[config.mk]
export PLATFORM = sky130hd
export DESIGN_NAME = nibble_serial_adder
export DESIGN_NICKNAME = d
export VERILOG_FILES = /design/src/rtl/nibble_serial_adder_pkg.sv /design/src/rtl/nibble_add_ci.sv /design/src/rtl/nibble_serial_adder.sv
export SDC_FILE = /design/constraint.sdc
export NUM_CORES = 1
export LEC_CHECK = 0
export ABC_CLOCK_PERIOD_IN_PS = 3700
export CORE_ASPECT_RATIO = 1.5
export CORE_MARGIN = 8
export CORE_UTILIZATION = 40
export DETAILED_ROUTE_END_ITERATION = 10
export GPL_TIMING_DRIVEN = 1
export PLACE_DENSITY_LB_ADDON = 0.15
export SLEW_MARGIN = 10
export SYNTH_ARGS = -nofsm -noshare
export SYNTH_HDL_FRONTEND = slang
export SYNTH_HIERARCHICAL = 1
export SYNTH_SLANG_ARGS = --single-unit
[constraint.sdc]
create_clock -name clk -period 3.7 [get_ports clk]
set_clock_uncertainty 0.1 [all_clocks]
set_input_delay 0.74 -clock clk [delete_from_list [all_inputs] [get_ports clk]]
set_output_delay 0.74 -clock clk [all_outputs]
set_load 0.005 [all_outputs]
[src/rtl/nibble_serial_adder_pkg.sv]
// Shared constants, state encoding and sizing helper for the nibble-serial adder.
package nibble_serial_adder_pkg;

    localparam int NIBBLE_W = 4;

    typedef enum logic [1:0] {
        ST_IDLE = 2'd0,
        ST_RUN  = 2'd1,
        ST_DONE = 2'd2
    } state_e;

    function automatic int idx_width(input int nibbles);
        return (nibbles <= 1) ? 1 : $clog2(nibbles);
    endfunction

endpackage

[src/rtl/nibble_add_ci.sv]
// Combinational 4-bit ripple adder built from per-bit full adders.
module nibble_add_ci
    import nibble_serial_adder_pkg::*;
(
    input  logic [NIBBLE_W-1:0] a_i,
    input  logic [NIBBLE_W-1:0] b_i,
    input  logic                ci_i,
    output logic [NIBBLE_W-1:0] s_o,
    output logic                co_o
);

    logic [NIBBLE_W:0] c;

    assign c[0] = ci_i;

    for (genvar i = 0; i < NIBBLE_W; i++) begin : g_fa
        logic p;
        assign p      = a_i[i] ^ b_i[i];
        assign s_o[i] = p ^ c[i];
        assign c[i+1] = (a_i[i] & b_i[i]) | (p & c[i]);
    end

    assign co_o = c[NIBBLE_W];

endmodule

[src/rtl/nibble_serial_adder.sv]
// Multi-word adder that reuses one 4-bit ripple adder, one nibble per cycle, LSB first.
//
//   state   | meaning
//   --------+-------------------------------------------------------------
//   IDLE    | waiting for operands, in_ready high
//   RUN     | adding nibble idx, carry held in carry_q, busy high
//   DONE    | result valid, held until out_ready; may accept next operands
module nibble_serial_adder
    import nibble_serial_adder_pkg::*;
#(
    parameter int NIBBLES = 4
) (
    input  logic                        clk,
    input  logic                        rst,
    input  logic                        in_valid,
    output logic                        in_ready,
    input  logic [NIBBLE_W*NIBBLES-1:0] a,
    input  logic [NIBBLE_W*NIBBLES-1:0] b,
    input  logic                        cin,
    output logic                        out_valid,
    input  logic                        out_ready,
    output logic [NIBBLE_W*NIBBLES-1:0] sum,
    output logic                        cout,
    output logic                        busy
);

    localparam int W  = NIBBLE_W * NIBBLES;
    localparam int IW = idx_width(NIBBLES);
    localparam logic [IW-1:0] IDX_LAST = IW'(NIBBLES - 1);

    state_e          state_q, state_d;
    logic [W-1:0]    a_q, a_d;
    logic [W-1:0]    b_q, b_d;
    logic [W-1:0]    sum_q, sum_d;
    logic            carry_q, carry_d;
    logic            cout_q, cout_d;
    logic [IW-1:0]   idx_q, idx_d;

    logic [NIBBLE_W-1:0] nib_a, nib_b, nib_sum;
    logic                nib_cout;
    logic                accept;

    assign nib_a = a_q[int'(idx_q)*NIBBLE_W +: NIBBLE_W];
    assign nib_b = b_q[int'(idx_q)*NIBBLE_W +: NIBBLE_W];

    nibble_add_ci u_add (
        .a_i  (nib_a),
        .b_i  (nib_b),
        .ci_i (carry_q),
        .s_o  (nib_sum),
        .co_o (nib_cout)
    );

    assign in_ready  = (state_q == ST_IDLE) || ((state_q == ST_DONE) && out_ready);
    assign accept    = in_valid && in_ready;
    assign out_valid = (state_q == ST_DONE);
    assign busy      = (state_q == ST_RUN);
    assign sum       = sum_q;
    assign cout      = cout_q;

    always_comb begin
        state_d = state_q;
        a_d     = a_q;
        b_d     = b_q;
        sum_d   = sum_q;
        carry_d = carry_q;
        cout_d  = cout_q;
        idx_d   = idx_q;

        case (state_q)
            ST_IDLE: ;
            ST_RUN: begin
                sum_d[int'(idx_q)*NIBBLE_W +: NIBBLE_W] = nib_sum;
                carry_d = nib_cout;
                if (idx_q == IDX_LAST) begin
                    cout_d  = nib_cout;
                    state_d = ST_DONE;
                end else begin
                    idx_d = idx_q + 1'b1;
                end
            end
            ST_DONE: begin
                if (out_ready) state_d = ST_IDLE;
            end
            default: state_d = ST_IDLE;
        endcase

        // Accept overrides the DONE->IDLE exit so back-to-back ops skip IDLE.
        if (accept) begin
            a_d     = a;
            b_d     = b;
            carry_d = cin;
            idx_d   = '0;
            state_d = ST_RUN;
        end
    end

    always_ff @(posedge clk or posedge rst) begin
        if (rst) begin
            state_q <= ST_IDLE;
            a_q     <= '0;
            b_q     <= '0;
            sum_q   <= '0;
            carry_q <= 1'b0;
            cout_q  <= 1'b0;
            idx_q   <= '0;
        end else begin
            state_q <= state_d;
            a_q     <= a_d;
            b_q     <= b_d;
            sum_q   <= sum_d;
            carry_q <= carry_d;
            cout_q  <= cout_d;
            idx_q   <= idx_d;
        end
    end

endmodule
# After elaboration in Yosys (flattened, before gate mapping)
# Index checks and enable logic that the tools add are counted.
# W data, S select, Z words.
[totals] regBits=54 inputBits=37 elab_cells=58
[classes] n_addsub=2 eq_ne=7 n_shift=4 muxes=10 n_bitwise=20 n_reduce_logical=8
[op_table] op="$neg A4 Y33" count=1
[op_table] op="$shift A4 B33 Y16 const A" count=1
[op_table] op="$shiftx A4 B33 Y16" count=1
[op_table] op="$shiftx A16 B5 Y4" count=2
[op_table] op="$bwmux W16" count=1
[op_table] op="$mux W2" count=6
[op_table] op="$and A1 B1 Y1" count=8
[op_table] op="$xor A1 B1 Y1" count=8
[op_table] op="$ne A3 B1 Y1 const B" count=2
[op_table] op="$pmux W2 S3" count=1
[op_table] op="$eq A2 B2 Y1 const B" count=2
[op_table] op="$ne A2 B2 Y1 const B" count=2
[op_table] op="$or A1 B1 Y1" count=4
[op_table] op="$reduce_and A2 Y1" count=2
[op_table] op="$reduce_and A3 Y1" count=1
[op_table] op="$add A2 B1 Y2 const B" count=1
[op_table] op="$eq A2 B1 Y1 const B" count=1
[op_table] op="$logic_and A1 B1 Y1" count=2
[op_table] op="$logic_not A2 Y1" count=1
[op_table] op="$mux W1" count=2
[op_table] op="$reduce_bool A2 Y1" count=1
[op_table] op="$logic_or A1 B1 Y1" count=1

# Longest topological paths before layout
[depth] ltp_word=12 ltp_mapped=12 ltp_nobuf=11

# Modules after synthesis
# The synthesis kept the hierarchy.
[modules_own_cells] mod="nibble_serial_adder" n_inst=1 cells_each=161 area_per_inst_um2=2406.1 seq_area_each_um2=1351.3
[modules_own_cells] mod="nibble_add_ci" n_inst=1 cells_each=14 area_per_inst_um2=117.6 seq_area_each_um2=0.0

# Worst setup path after synthesis
# Ideal clock, no wire load.
[synth_timing] path_kind="reg-to-reg" start="register idx_q[0]" end="register sum_q[15] (netlist: sum[15])" setup_time_ps=67 arrival_ps=3007 setup_slack_ps=527 stages_incl_launch_ff=13 path_buffers=1 period_less_slack_ps=3173 cell_sequence="dfrtp_1 buf_6 mux4_2 inv_1 fa_1 inv_1 fa_1 fa_1 inv_1 fa_1 inv_1 nor2b_1 a22o_1"
[synth_between] elab_chain_cells=11
[synth_lines] item="start: declaration" line_no="nibble_serial_adder.sv:37" text="logic [IW-1:0] idx_q, idx_d;"
[synth_lines] item="start signal: assignment" line_no="nibble_serial_adder.sv:114" text="idx_q <= idx_d;"
[synth_lines] item="$shiftx A16 B5 Y4 (*)" line_no="nibble_serial_adder.sv:44" text="assign nib_b = b_q[int'(idx_q)*NIBBLE_W +: NIBBLE_W];"
[synth_lines] item="via nib_b[0]" line_no="nibble_serial_adder.sv:39" text="logic [NIBBLE_W-1:0] nib_a, nib_b, nib_sum;"
[synth_lines] item="$xor A1 B1 Y1" line_no="nibble_add_ci.sv:18" text="assign p = a_i[i] ^ b_i[i];"
[synth_lines] item="$and A1 B1 Y1" line_no="nibble_add_ci.sv:20" text="assign c[i+1] = (a_i[i] & b_i[i]) | (p & c[i]);"
[synth_lines] item="$or A1 B1 Y1 (*)" line_no="nibble_add_ci.sv:20"
[synth_lines] item="$and A1 B1 Y1 (*)" line_no="nibble_add_ci.sv:20"
[synth_lines] item="$or A1 B1 Y1 (*)" line_no="nibble_add_ci.sv:20"
[synth_lines] item="$and A1 B1 Y1 (*)" line_no="nibble_add_ci.sv:20"
[synth_lines] item="$or A1 B1 Y1 (*)" line_no="nibble_add_ci.sv:20"
[synth_lines] item="$xor A1 B1 Y1 (*)" line_no="nibble_add_ci.sv:19" text="assign s_o[i] = p ^ c[i];"
[synth_lines] item="via nib_sum[3]" line_no="nibble_serial_adder.sv:39"
[synth_lines] item="$shiftx A4 B33 Y16 (*)" line_no="nibble_serial_adder.sv:73" text="sum_d[int'(idx_q)*NIBBLE_W +: NIBBLE_W] = nib_sum;"
[synth_lines] item="$bwmux W16 (*)" line_no="nibble_serial_adder.sv:73"
[synth_lines] item="end signal: assignment" line_no="nibble_serial_adder.sv:111" text="sum_q <= sum_d;"
[synth_lines] item="end: declaration" line_no="nibble_serial_adder.sv:34" text="logic [W-1:0] sum_q, sum_d;"
# The timed path passes the listed nets; every way through them passes the cells marked *.
# A chain may end at the register's enable or synchronous reset.

# Final worst setup path
[layout_timing] start="register idx_q[1]" end="register sum_q[15] (netlist: sum[15])"
[layout_between] elab_chain_cells=11
[layout_lines] item="$shiftx A16 B5 Y4 (*)" line_no="nibble_serial_adder.sv:43" text="assign nib_a = a_q[int'(idx_q)*NIBBLE_W +: NIBBLE_W];"
[layout_lines] item="via nib_a[0]" line_no="nibble_serial_adder.sv:39"
[layout_lines] item="$xor A1 B1 Y1" line_no="nibble_add_ci.sv:18"
[layout_lines] item="$and A1 B1 Y1" line_no="nibble_add_ci.sv:20"
[layout_lines] item="$or A1 B1 Y1 (*)" line_no="nibble_add_ci.sv:20"
[layout_lines] item="$and A1 B1 Y1 (*)" line_no="nibble_add_ci.sv:20"
[layout_lines] item="$or A1 B1 Y1 (*)" line_no="nibble_add_ci.sv:20"
[layout_lines] item="$and A1 B1 Y1 (*)" line_no="nibble_add_ci.sv:20"
[layout_lines] item="$or A1 B1 Y1 (*)" line_no="nibble_add_ci.sv:20"
[layout_lines] item="$xor A1 B1 Y1 (*)" line_no="nibble_add_ci.sv:19"
[layout_lines] item="via nib_sum[3]" line_no="nibble_serial_adder.sv:39"
[layout_lines] item="$shiftx A4 B33 Y16 (*)" line_no="nibble_serial_adder.sv:73"
[layout_lines] item="$bwmux W16 (*)" line_no="nibble_serial_adder.sv:73"
# Marks and branches as above.

==> results_dict.tcl <==
set metrics [dict create \
    leakagePower_nw 1.369 \
    route.vias.total 1579 \
    ios 57 \
    synth_compound_area_frac 0.06396 \
    synth_warnings 6 \
    top_layer_used "met4" \
    postCtsHoldBufs 0 \
    final-setup-viol-count 0 \
    grt_max_degree 37 \
    synthTopCellsByCount "dfrtp_1, mux2_2, inv_1, a22o_1" \
    wirelength_um 4909 \
    core_um2 6131 \
    drc_errors 0 \
    rsz0062_at_grt "no" \
    synth_area_leader_cell "dfrtp_1" \
    synth-async-reset-ratio 1.000 \
    grt_pass1_wl_um 8397 \
    drv_cap 0 \
    wl_per_cell_um 15.89 \
    post-dp-hpwl_um 3838 \
    place_ws_ps 557.4 \
    yosysMostFrequentCell "dfrtp_1" \
    drive_gt1_frac 0.2213 \
    via_per_inst 5.110 \
    yosysSeqAreaShare 0.5354 \
    syn_inst 175 \
    diodes 0 \
    synthMuxAreaShare 0.2315 \
    worst-setup-path-type "reg2reg" \
    ys_ff_latch 54 \
    firstDrtPassIters 4 \
    end_kind "flip-flop" \
    relSlewSlack 0.5870 \
    synth_ff_type "dfrtp_1" \
    clock.fmax_ghz 0.3199 \
    synth_top_area_frac 0.5354 \
    final_nets 280 \
    synth.cell_area_um2 2524 \
    cts_tree "yes" \
    cts_buffer_depth 2 \
    area_growth_pct 28.41 \
    port_buffers 56 \
    status "finished clean" \
    synth-simple-area-share 0.06098 \
    synth.distinct_cells 29 \
    cts_setup_buffers 0 \
    final.min_clock_period_ps 3126 \
    nFillCells 548 \
    synth_fa_ha_area_frac 0.05652 \
    synth_edf_count 0 \
    synth_xor_area_frac 0.003471 \
    wl_met2_um 2486 \
    synth_area_per_cell_um2 14.42 \
    drtIter0Drc 49 \
    tightestPinTransition_ps 610.9 \
    hold_viol_final 0 \
    cts_resized 0 \
    critPathLaunchType "flip-flop" \
    drv_slew 0 \
    initial_core_util 0.4116 \
    ir_worst_vdd_mv 0.4122 \
    clk_pin_slew_ps 90 \
    cellPowerDensity_nw_per_um2 864.0 \
    tritoncts_num_sinks 54 \
    antenna_found_initial 0 \
    die_width_um 80.86 \
    critPathArrivalTime_ps 3270 \
    cts_buffers 5 \
    syn_nets 221 \
    setup_ws_ps 574.4 \
    min_path_type "reg2reg" \
    die_area_um2 9159 \
    worst-path-max-fanout 12 \
    fin_crit_sh 0.8448 \
    cts-htree-levels 2 \
    route.met3.wl_um 258 \
    wl_met1_um 2060 \
    rows 35 \
    worstPathRequired_ps 3840 \
    synth_top_family_by_area "multiplexers" \
    place_congestion 0.7681 \
    gr-total-overflow 0 \
    grt_use_total 0.1171 \
    clk_latency_ps 300 \
    die_y_um 113.3 \
    ant_nets 0 \
    final.setup.tns_ps 0 \
    grt_pass1_vias 1784 \
    synthTopCellsByArea "dfrtp_1, mux2_2, mux4_2" \
    clockRootBuffer "clkbuf_8" \
]
## cell families (layout without fill, tap and decap cells)
group / after synthesis / count (layout)
AO/OA/AOI/OAI: 19 / 19
XOR/XNOR: 1 / 1
adder cells (fa/ha/maj): 9 / 9
buffers and inverters: 22 / 82
flip-flops: 54 / 54
multiplexers: 44 / 44
AND/OR/NAND/NOR: 26 / 26
## worst paths after layout
| kind | cells past startpoint | start | end | slack (ps) |
|---|---|---|---|---|
| worst max-delay path | 11 | idx_q[1] | sum[15] | 570 |
| worst min-delay path | 2 | sum[8] | sum[8] | 380 |
| worst max register to register | 11 | idx_q[1] | sum[15] | 570 |
| worst min register to register | 2 | sum[8] | sum[8] | 380 |
| max in group asynchronous | 3 | rst | a_q[11] | 2020 |
| min in group asynchronous | 2 | rst | sum[8] | 720 |
## metal layers
metal | GRT usage | vias to the layer above
met5 | 0 | -
met4 | 0.04910 | 0
met3 | 0.03254 | 9
met2 | 0.1928 | 43
met1 | 0.1375 | 784
li1 | - | 743
## where the power goes
| group | total [mW] | internal [mW] | switching [mW] |
|---|---|---|---|
| registers | 1.04 | 0.856 | 0.182 |
| clock network | 0.378 | 0.203 | 0.175 |
| logic | 1.38 | 0.759 | 0.624 |
## placed cells by master (no fill, tap or decap), drive strengths merged
cell type,synthesis,final
mux2,35,35
clkbuf,1,7
bufinv,0,1
a211oi,1,1
o21ai,3,3
nor3,2,2
ha,5,5
nand2,8,8
nor3b,1,1
mux4,8,8
fa,4,4
nor2b,3,3
a22o,12,12
clkdlybuf4s50,0,56
a21oi,1,1
o41ai,1,1
o31ai,1,1
buf,6,3
nand3b,5,5
inv,15,15
nor4,1,1
xnor2,1,1
nor2,2,2
dfrtp,54,54
nor4b,2,2
nand2b,1,1
mux2i,1,1
or2,1,1
## stage by stage
step	hold WS, ps	utilization	total power [mW]	cell area (um2)	std cells
2_1_floorplan	352.4	-	2.022	2524	175
3_3_place_gp	370.7	0.5112	2.454	3134	301
3_5_place_dp	374.0	0.5112	2.469	3134	301
4_1_cts	395.1	0.5286	2.857	3241	309
5_1_grt	424.4	0.5286	3.060	3241	309
6_report	383.3	0.5286	2.800	3241	309
## flip-flops by register name, summed over array words and instances, names as in the netlist
| name | cells |
|---|---|
| a_q | 16 |
| b_q | 16 |
| carry_q | 1 |
| cout | 1 |
| idx_q | 2 |
| state_q | 2 |
| sum | 16 |
## critical path, stage by stage (launching register included)
cell     delay (ps)
dfrtp_1         610
mux4_2          380
inv_1            90
fa_1            160
inv_1            60
fa_1            380
fa_1            370
inv_1            70
fa_1            400
inv_1            80
nor2b_1         220
a22o_1          150
## layout make-up
cell class	instances	area, um2	share of cell area
Multi-Input combinational cell	99	1051	0.3243
Sequential cell	54	1351	0.4170
Inverter	15	56.30	0.01737
Clock buffer	7	76.32	0.02355
Tap cell	74	92.59	0.02857
Clock inverter	1	30.03	0.009266
Timing Repair Buffer	59	583.1	0.1799
Power figures use the tool's default switching activity.
==> variant 1, RTL diff (same settings) <==
Change the parameter `NIBBLES` from 4 to 3.
--- a/src/rtl/nibble_serial_adder.sv
+++ b/src/rtl/nibble_serial_adder.sv
@@ -8,7 +8,7 @@
 module nibble_serial_adder
     import nibble_serial_adder_pkg::*;
 #(
-    parameter int NIBBLES = 4
+    parameter int NIBBLES = 3
 ) (
     input  logic                        clk,
     input  logic                        rst,
Interface: changed (resized a, b and sum); port bits go from 57 to 45. No check against the original RTL was run, so the function may have changed too.
==> variant 1 against the original RTL <==
  * Routed wire length fell by 13%
  * Sequential power shrank 19%
  * Clock power down 7.1%
  * Design area fell by 18%
  * Power decreased by 17%
  * Cell count decreased by 11%
  * Setup slack better by 0.0055 ns
  * Synthesized cell count fell by 9.7%
  * Area after synthesis is 20% lower
  * Sequential cell count is 12 lower
  * Combinational power is 17% lower
  * Critical path type unchanged
==> variant 1: results (changes against the original RTL) <==
metric	value	unit	change
synth_cell_type_count	27		-6.9%
critPathMaxFanout	14		+2
synthCells	158		-9.7%
cp-startpoint	idx_q[0]		
drive_gt1_share	19.5	%	-2.6 points
worstMarginPinSlew	1.01	ns	+0.400 ns
grt_pass1_wl	6980	µm	-17%
fillerInstances	441		-20%
synthesis.nets	196		-11%
dp.cells	268		-11%
synth_commonest_cells	42 x dfrtp_1, 26 x mux2_2, 16 x inv_1, 13 x a22o_1, 12 x nand2_1		
viasPerCell	4.99		-2.4%
seq_area_frac_synth	52.0	%	-1.5 points
first_global_vias	1527		-14%
grt_usage	12.1	%	+0.37 points
drtIter0Drc	82		+67%
vdd_drop_max	400	µV	-2.9%
outcome	completed		
synth_area_leaders	dfrtp_1 52%, mux2_2 14%, a22o_1 5.6%		
crit_arrival	3.20	ns	-0.07 ns
r2r_start	idx_q[0]		
p_leak	1.15	nW	-16%
dr_total_vias	1377		-13%
grt_max_degree	29		-22%
hpwl	3460	µm	-9.9%
==> variant 1: changes by cell type after synthesis, sizes merged, moves of 2 or more <==
cell    change
buf         -2
dfrtp      -12
mux2        -8
mux4        -8
nand3b      -3
mux2i       +7
nand2       +4
o22ai       +5
==> variant 1: power groups by stage <==
| stage | Clock, mW | Combinational (mW) | Sequential, mW |
|---|---|---|---|
| after floorplan | 0 | 0.807 | 0.785 |
| after global placement | 0 | 1.12 | 0.850 |
| after detailed placement | 0 | 1.14 | 0.855 |
| after CTS | 0.360 | 1.15 | 0.845 |
| after global routing | 0.374 | 1.27 | 0.873 |
| final | 0.351 | 1.14 | 0.839 |
==> variant 1: worst register-to-register path: cells and delay by family (launching register included) <==
family,cells,cell delay (ns)
AOI/OAI and AO/OA,1,0.10
adders and majority gates,4,1.08
buffers and inverters,4,0.27
DFF,1,0.69
muxes,3,0.76
==> variant 1: stage by stage <==
stage	power, mW	setup WS [ns]	area [µm²]
finish	2.33	0.580	2650
global route	2.52	0.401	2650
CTS	2.35	0.557	2650
detailed placement	2.00	0.569	2540
global placement	1.97	0.677	2540
floorplan	1.59	0.865	2020
==> variant 1: cell type report <==
type / count / area (µm²) / share of cell area, %
Clock buffer: 7 / 76.3 / 2.88
Tap cell: 66 / 82.6 / 3.12
Timing Repair Buffer: 49 / 478 / 18.0
Clock inverter: 1 / 30.0 / 1.13
Multi-Input combinational cell: 95 / 872 / 32.9
Inverter: 16 / 60.1 / 2.27
Sequential cell: 42 / 1050 / 39.7
==> variant 1: kinds of logic after synthesis <==
logic type	count (synthesis)	synth area share [%]
flops	42	52.0
xor+xnor	1	0.434
buf+inv	21	4.77
fa+ha+maj	9	7.06
mux	35	19.0
compound gates	25	9.67
simple gates	25	7.00
==> variant 1: metal layers <==
metal	track usage (%)	wire length, µm	up-vias
li1	-	-	653
met1	11.8	1590	676
met2	21.9	2340	39
met3	3.60	226	9
met4	6.65	104	0
met5	0	0	-
==> variant 1: worst paths after layout <==
kind | cells past startpoint | end | slack [ns]
setup / recovery | 12 | carry_q | 0.58
hold / removal | 1 | sum[5] | 0.41
setup reg to reg | 12 | carry_q | 0.58
hold reg to reg | 1 | sum[5] | 0.41
max in group asynchronous | 3 | b_q[5] | 1.87
min in group asynchronous | 2 | a_q[8] | 0.89
==> variant 2, RTL diff (same flow settings) <==
Made on the original files. Reset style: synchronous (`rst`), changed in one clocked block.
--- a/src/rtl/nibble_serial_adder.sv
+++ b/src/rtl/nibble_serial_adder.sv
@@ -95,7 +95,7 @@
         end
     end
 
-    always_ff @(posedge clk or posedge rst) begin
+    always_ff @(posedge clk) begin
         if (rst) begin
             state_q <= ST_IDLE;
             a_q     <= '0;
Formal check against the unedited RTL: differs if rst is asserted again (counterexample within 4 cycles, from zero or initial values and one cycle with rst high); with rst held inactive, the same outputs for 10 cycles.
==> variant 2 against the original RTL <==
  * Design area fell by 0.97%
  * Sequential cell count stayed put
  * Area after synthesis shrank 1.0%
  * Cell count is 27% higher
  * Global-route usage increased by 2.3 points
  * Critical endpoint is now sum[3]
  * Setup slack got worse by 0.14 ns
  * Routed wire length rose by 25%
Power is not compared: it rests on default switching activity, and its combinational part moved more than twofold at a synthesized area within 25%.
==> variant 2: results (changes against the original RTL) <==
metric	value	unit	change
power	1.15	mW	
clock_buffers	6		-1
grt_pass1_wl	10400	µm	+23%
comb.multi_input.count	171		+73%
grtUsageMet1	16.7	%	+2.9 points
dr_wl_met2	3160	µm	+27%
outcome	completed		
hpwl	4640	µm	+21%
grt_usage	14.1	%	+2.3 points
wl_met1	2620	µm	+27%
synth_cell_type_count	35		+21%
seq_area	1080	µm²	-20%
cp-startpoint	idx_q[0]		
multi_input_area	1250	µm²	+19%
fillerInstances	602		+9.9%
rr_worst_depth	10		-1
timing.final.crit_share	88.4	%	+3.9 points
critPathMaxStageDelay	0.55	ns	-0.06 ns
synth_commonest_cells	54 x dfxtp_1, 37 x a21oi_1, 34 x nand3_1, 29 x o21ai_0, 21 x inv_1		
seq_share	33.7	%	-8.0 points
inverters	21		+6
worstMarginPinSlew	0.620	ns	+0.00935 ns
crit_slowest_cell	mux4_2		
drtIter0Drc	87		+78%
dp_slack	0.427	ns	-0.130 ns
gp_congestion	0.851		+11%
grtUsageMet2	24.3	%	+5.0 points
buffers	63		+6.8%
critPathMaxFanout	13		+1
wl_met3	277	µm	+7.4%
crit_arrival	3.38	ns	+0.11 ns
drive_gt1_share	10.1	%	-12 points
nets	362		+29%
pwr-share-clk	29.4	%	
wire_per_inst	15.7	µm	-1.3%
synthCells	267		+53%
placed_cell_area	3110	µm²	-0.64%
clkCellAreaFrac	2.96	%	-0.32 points
grt_max_degree	36		-2.7%
hold_depth	1		-1
grt_util_met3	3.02	%	-0.24 points
endpoint	sum[3]		
ys_async_sr_fraction	0	%	-100 points
-- variant 2: changes by cell type in the layout (fill, tap and decap cells not counted), moves of 7 or more --
| cell | unedited run | this run |
|---|---|---|
| dfrtp_1 | 54 | 0 |
| inv_1 | 14 | 21 |
| o21ai_0 | 3 | 29 |
| mux2_2 | 31 | 0 |
| dfxtp_1 | 0 | 54 |
| a21oi_1 | 1 | 37 |
| nand3_1 | 0 | 34 |
-- variant 2: logic make-up after synthesis --
logic type / after synthesis / synth area share [%]
fa+ha+maj: 9 / 5.71
xor+xnor: 1 / 0.351
mux: 9 / 7.62
flops: 54 / 43.3
simple gates: 65 / 16.1
buf+inv: 42 / 6.81
compound gates: 87 / 20.1
-- variant 2: worst min-delay path by stage --
stage	startpoint	slack (ns)	end
floorplan	a_q[10]	0.35	a_q[10]
global placement	sum[4]	0.36	sum[4]
detailed placement	sum[4]	0.36	sum[4]
CTS	a_q[15]	0.38	a_q[15]
global route	cout	0.40	cout
finish	sum[12]	0.38	sum[12]
